## src/rtl/uart_rx_if.sv

```systemverilog
// Receive-side byte handshake between uart_rx (master) and the consuming logic (slave).
// rx_data is only meaningful while rx_valid is high; frame_err and overrun ride alongside.
interface uart_rx_if;
    logic [7:0] rx_data;
    logic       rx_valid;
    logic       rx_ready;
    logic       frame_err;
    logic       overrun;

    modport master (
        output rx_data,
        output rx_valid,
        output frame_err,
        output overrun,
        input  rx_ready
    );

    modport slave (
        input  rx_data,
        input  rx_valid,
        input  frame_err,
        input  overrun,
        output rx_ready
    );
endinterface

```

## src/rtl/uart_rx.sv

```systemverilog
// 8N1 UART receiver, LSB first, idle-high line, mid-bit sampling after a 2-flop synchroniser.
// A received byte lands in a valid/ready holding register; glitches, framing errors and overrun are flagged.
module uart_rx #(
    parameter int CLKS_PER_BIT = 868
) (
    input  logic     clk,
    input  logic     rst_n,
    input  logic     rx,
    output logic     busy,
    uart_rx_if.master bus
);
    localparam int HALF_BIT = CLKS_PER_BIT / 2;
    localparam int CW       = $clog2(CLKS_PER_BIT);
    localparam logic [CW-1:0] HALF_LAST = CW'(HALF_BIT - 1);
    localparam logic [CW-1:0] BIT_LAST  = CW'(CLKS_PER_BIT - 1);

    typedef enum logic [2:0] {
        IDLE,
        START,
        DATA,
        STOP,
        WAIT_IDLE
    } state_t;

    state_t        state_reg;
    logic [CW-1:0] cnt_reg;
    logic [2:0]    idx_reg;
    logic [7:0]    shift_reg;
    logic          rx_meta_reg;
    logic          rx_s_reg;
    logic [7:0]    data_reg;
    logic          valid_reg;
    logic          ferr_reg;
    logic          ovr_reg;
    logic          busy_reg;
    logic          accept;

    assign accept        = valid_reg & bus.rx_ready;
    assign bus.rx_data   = data_reg;
    assign bus.rx_valid  = valid_reg;
    assign bus.frame_err = ferr_reg;
    assign bus.overrun   = ovr_reg;
    assign busy          = busy_reg;

    always_ff @(posedge clk) begin
        if (!rst_n) begin
            state_reg   <= IDLE;
            cnt_reg     <= '0;
            idx_reg     <= '0;
            shift_reg   <= '0;
            rx_meta_reg <= 1'b1;
            rx_s_reg    <= 1'b1;
            data_reg    <= '0;
            valid_reg   <= 1'b0;
            ferr_reg    <= 1'b0;
            ovr_reg     <= 1'b0;
            busy_reg    <= 1'b0;
        end else begin
            rx_meta_reg <= rx;
            rx_s_reg    <= rx_meta_reg;
            ferr_reg    <= 1'b0;

            // Consumer handshake first; a stop-bit load later in this block overrides it.
            if (accept) begin
                valid_reg <= 1'b0;
                ovr_reg   <= 1'b0;
            end

            case (state_reg)
                IDLE: begin
                    if (!rx_s_reg) begin
                        state_reg <= START;
                        busy_reg  <= 1'b1;
                        cnt_reg   <= '0;
                    end
                end
                START: begin
                    if (cnt_reg == HALF_LAST) begin
                        cnt_reg <= '0;
                        if (!rx_s_reg) begin
                            state_reg <= DATA;
                            idx_reg   <= '0;
                        end else begin
                            state_reg <= IDLE;
                            busy_reg  <= 1'b0;
                        end
                    end else begin
                        cnt_reg <= cnt_reg + 1'b1;
                    end
                end
                DATA: begin
                    if (cnt_reg == BIT_LAST) begin
                        cnt_reg            <= '0;
                        shift_reg[idx_reg] <= rx_s_reg;
                        idx_reg            <= idx_reg + 3'd1;
                        if (idx_reg == 3'd7) begin
                            state_reg <= STOP;
                        end
                    end else begin
                        cnt_reg <= cnt_reg + 1'b1;
                    end
                end
                STOP: begin
                    if (cnt_reg == BIT_LAST) begin
                        cnt_reg <= '0;
                        if (rx_s_reg) begin
                            state_reg <= IDLE;
                            busy_reg  <= 1'b0;
                            if (valid_reg && !accept) begin
                                ovr_reg <= 1'b1;
                            end else begin
                                data_reg  <= shift_reg;
                                valid_reg <= 1'b1;
                            end
                        end else begin
                            ferr_reg  <= 1'b1;
                            state_reg <= WAIT_IDLE;
                        end
                    end else begin
                        cnt_reg <= cnt_reg + 1'b1;
                    end
                end
                WAIT_IDLE: begin
                    // Break or stuck-low line: no further error pulses until it goes idle.
                    if (rx_s_reg) begin
                        state_reg <= IDLE;
                        busy_reg  <= 1'b0;
                    end
                end
                default: begin
                    state_reg <= IDLE;
                    busy_reg  <= 1'b0;
                end
            endcase
        end
    end
endmodule

```

## src/flat_wrapper.sv

```systemverilog
// flat-port wrapper written by rule: the top's interface ports become plain ports
module uart_rx_flat 
#(
    parameter int CLKS_PER_BIT = 868
)
  (clk, rst_n, rx, busy, bus_rx_data, bus_rx_valid, bus_frame_err, bus_overrun, bus_rx_ready);
  uart_rx_if bus_i ();
  input  logic clk;
  input  logic rst_n;
  input  logic rx;
  output logic busy;
  output wire logic [$bits(bus_i.rx_data)-1:0] bus_rx_data;
  output wire logic [$bits(bus_i.rx_valid)-1:0] bus_rx_valid;
  output wire logic [$bits(bus_i.frame_err)-1:0] bus_frame_err;
  output wire logic [$bits(bus_i.overrun)-1:0] bus_overrun;
  input wire logic [$bits(bus_i.rx_ready)-1:0] bus_rx_ready;
  assign bus_rx_data = bus_i.rx_data;
  assign bus_rx_valid = bus_i.rx_valid;
  assign bus_frame_err = bus_i.frame_err;
  assign bus_overrun = bus_i.overrun;
  assign bus_i.rx_ready = bus_rx_ready;
  uart_rx #(.CLKS_PER_BIT(CLKS_PER_BIT)) u_core (.clk(clk), .rst_n(rst_n), .rx(rx), .busy(busy), .bus(bus_i));
endmodule
```

## config.mk

```make
export PLATFORM = sky130hd
export DESIGN_NAME = uart_rx_flat
export DESIGN_NICKNAME = d
export VERILOG_FILES = /design/src/rtl/uart_rx_if.sv /design/src/rtl/uart_rx.sv /design/src/flat_wrapper.sv
export SDC_FILE = /design/constraint.sdc
export NUM_CORES = 1
export LEC_CHECK = 0
export BUFFER_PORTS_ARGS = -buffer_cell sky130_fd_sc_hd__buf_4
export CORE_MARGIN = 2
export CORE_UTILIZATION = 34
export CTS_BUF_LIST = sky130_fd_sc_hd__clkbuf_8
export DETAILED_ROUTE_END_ITERATION = 6
export PLACE_DENSITY = 0.47
export SYNTH_ARGS = -nofsm -noshare
export SYNTH_HDL_FRONTEND = slang
export SYNTH_SLANG_ARGS = --single-unit
```

## constraint.sdc

```tcl
create_clock -name clk -period 2.12 [get_ports clk]
set_input_delay 0.212 -clock clk [delete_from_list [all_inputs] [get_ports clk]]
set_output_delay 0.212 -clock clk [all_outputs]
set_load 0.02 [all_outputs]
```

==> out/qor_table.md <==
| Group | Quantity | Reported |
|---|---|---|
| outcome | Run status | complete, no violations |
| cells and area | Antenna diode count | 0 |
| grt | Overall global routing resource usage | 15.79% |
| synthesis | Post-synthesis instance area | 1946 um^2 |
| floorplanning | Vert. Die Dim | 79.65 um |
| cells and area | Fraction of final layout cells sized beyond drive strength 1 | 20.24% |
| pwr | Total power divided by cell area | 687.5 nW/um^2 |
| clock tree | Count of H-tree levels built during CTS | 2 |
| synthesis | Yosys warnings | 0 |
| grt | Total congestion overflow | 0 |
| timing | Max transition margin | 70.19% |
| drt | Routed via count divided by cell count | 5.122 |
| timing | Sum Neg Setup Slack | 0 ns |
| drt | Routed wire length per instance | 14.10 um |
| worst setup path | Kind of launch point of the worst setup path | flop |
| timing | Final worst path period share | 93.81% |
| cells and area | P&R area growth vs syn | 20.32% |
| cells and area | Sequential Area | 760.7 um^2 |
| timing | Max-slew violation total from the final report | 0 |
| timing | Final number of hold-violating endpoints | 0 |
| worst setup path | Register-to-register setup slack | 0.13 ns |
| pwr | Leakage power figure | 0.9055 nW |
| timing | Hold WS | 0.09731 ns |
| synthesis | Sequential element share of the synthesized area | 39.10% |
| floorplanning | Floorplan row count | 27 |
| drt | Drt pass-1 iters | 4 |
| timing | Final setup skew | 0.006064 ns |
| clock tree | CTS sink count | 38 |
| synthesis | Post-synth EDFFs | 0 |
| grt | Wire length of the first global-routing pass | 7783 um |
| placement | Port Buffers | 15 |
| floorplanning | Top-Level Pins | 16 |
| synthesis | Share of synthesized registers carrying an async set or reset | 0% |
| worst setup path | Worst EP arrival | 2.17 ns |
| grt | Number of global-route vias before repair | 1,550 |
| clock tree | Worst skew pair latency | 0.30 ns |
| drt | DR iter-0 viols | 108 |
| pwr | Maximum ir drop on the vdd rail | 282.0 uV |
| cells and area | Post-Layout Inst Area | 2341 um^2 |
| clock tree | TritonCTS clock tree | done |
| grt | Antenna violations before repair | 0 |
| timing | Number of setup violations in the final report | 0 |
| cells and area | Area of the multi-input gates | 1097 um^2 |
| drt | Post-Route WL | 4499 um |
| job | Maximum Capacitance Violations | 0 |
| timing | Highest clock frequency the design can meet | 0.5028 GHz |
| worst hold path | Hold Path Stages | 2 |
| floorplanning | Core Region | 5507 um^2 |
| cells and area | Filler Cell Count | 560 |
| placement | Weighted congestion reported at the end of routability-driven placement | 0.7985 |
| placement | Total half-perimeter wirelength after legalization and detailed placement | 3108 um |
| clock tree | Post-CTS setup-driven buffer insertion count | 0 |
| timing | Time the worst path needs with I/O delays and setup | 1.989 ns |
| synthesis | Synthesis-stage register bit count | 38 |
| clock tree | Maximum clock path buffer count | 2 |
| floorplanning | Initial core utilization | 35.33% |
| worst setup path | Number of cell instances on the worst register-to-register path | 6 |
| cells and area | Total Nets Final | 254 |
| drt | Via count | 1,634 |
| synthesis | Synth Area per Inst | 8.725 um^2 |
| grt | Maximum number of pins on one net before global-route repair | 23 |
| clock tree | Clock tree root driver cell | sky130_fd_sc_hd__clkbuf_8 |
| synthesis | Main synth FF type | sky130_fd_sc_hd__dfxtp_1 |
| worst setup path | Crit path kind | reg2reg |
| placement | Post-placement cell area | 2195 um^2 |
| cells and area | Max reg flops | 10 |
| synthesis | Post-synthesis instance total | 223 |
| drt | ANT nets after route | 0 |
| floorplanning | DIE WIDTH | 79.65 um |
| timing | Setup repair after global routing missed its margin | false |
| worst setup path | Biggest fanout along the worst timing path | 6 |
| clock tree | Clock-pin transition on the worst setup and hold timing paths | 0.09 ns |
| timing | Tightest Pin Transition | 0.4466 ns |
| worst setup path | Kind of capture point of the worst setup path | flop |
| synthesis | Distinct cells, synth | 56 |
| worst hold path | Min-Delay Path Class | in2reg |
| worst setup path | Data required time at the worst endpoint | 2.30 ns |
| drt | Number of remaining DRC errors | 0 |
| synthesis | Syn nets | 231 |
| floorplanning | Area of the die | 6343 um^2 |
| clock tree | Number of CTS-inserted buffers | 5 |
-- logic make-up after synthesis --
logic type / share of synthesized area, %
multiplexers: 7.202
AO/OA/AOI/OAI: 15.89
XOR/XNOR: 0.9005
AND/OR/NAND/NOR: 28.88
flip-flops: 39.10
adder cells (fa/ha/maj): 3.087
buffers and inverters: 4.952
-- report_power, final --
group | total (mW) | switching [mW] | internal [mW]
sequential | 0.738 | 0.0166 | 0.721
combinational | 0.115 | 0.0664 | 0.0490
clock | 0.756 | 0.284 | 0.472
total | 1.61 | 0.367 | 1.24
-- routing by layer --
metal  share of wire [%]  track usage [%]  up-vias
met2                  43            23.45       31
met4                0.87            4.655        0
met3                 4.3            3.733        4
met5                   0                0        -
li1                    -                -      853
met1                  52            22.62      746
-- synth_stat cells, drive strengths merged (5+ instances only) --
cell | instances | area share, %
o31ai | 5 | 1.9
nand3 | 9 | 2.6
dfxtp | 38 | 39
buf | 8 | 2.4
mux2i | 14 | 7.2
inv | 6 | 1.2
nor3 | 7 | 2.1
clkbuf | 7 | 1.4
nor2 | 16 | 3.1
o21ai | 6 | 1.5
a21oi | 11 | 2.8
nand2 | 27 | 5.2
nand2b | 6 | 1.9
-- timing repair --
item                                    4_1_cts  5_1_grt
hold buffers                                  0        0
endpoints found under the setup margin        0       11
resized for setup                             0        2
-- final timing paths --
check / from / to
max: u_core.cnt_reg[0] / u_core.shift_reg[0]
min: bus_rx_ready / u_core.bus.overrun
max reg2reg: u_core.cnt_reg[0] / u_core.shift_reg[0]
min reg2reg: u_core.rx_meta_reg / u_core.rx_s_reg
-- worst max-delay path, cell delays in order (launching register included) --
cell	delay, ns
sky130_fd_sc_hd__dfxtp_1	0.42
sky130_fd_sc_hd__ha_1	0.27
sky130_fd_sc_hd__nor2b_2	0.23
sky130_fd_sc_hd__nand3_2	0.11
sky130_fd_sc_hd__or3_1	0.45
sky130_fd_sc_hd__o311ai_1	0.28
sky130_fd_sc_hd__o41ai_1	0.11
-- metrics by stage --
stage	std cells	utilization (%)	power, mW	worst slack, ns
after floorplan	223	-	0.8231	0.2599
after global routing	319	42.51	1.679	0.01379
final	319	42.51	1.609	0.1312
after CTS	319	42.35	1.634	0.08001
after detailed placement	311	39.85	0.8713	0.1057
after global placement	311	39.85	0.8708	0.1503
-- cell usage in the layout (no fill, tap or decap), types with 4 or more instances in the layout --
master	Yosys	layout
sky130_fd_sc_hd__nand3_1	8	8
sky130_fd_sc_hd__inv_1	6	6
sky130_fd_sc_hd__nand2_1	27	27
sky130_fd_sc_hd__clkbuf_8	0	5
sky130_fd_sc_hd__or3_1	4	4
sky130_fd_sc_hd__nor2_1	16	16
sky130_fd_sc_hd__ha_1	4	4
sky130_fd_sc_hd__nand2b_1	6	6
sky130_fd_sc_hd__buf_4	1	31
sky130_fd_sc_hd__a21oi_1	11	11
sky130_fd_sc_hd__nor3_1	6	6
sky130_fd_sc_hd__mux2i_1	14	14
sky130_fd_sc_hd__o31ai_1	5	5
sky130_fd_sc_hd__o21ai_0	6	6
sky130_fd_sc_hd__dfxtp_1	38	38
-- layout make-up --
class | count | share of cell area (%)
clock inverters | 3 | 2.940
inverters | 6 | 0.9621
clock buffers | 5 | 2.940
well taps | 72 | 3.848
repair buffers | 31 | 9.941
flip-flops and latches | 38 | 32.50
multi-input cells | 164 | 46.87
No activity file was read; power rests on OpenSTA's default activity.
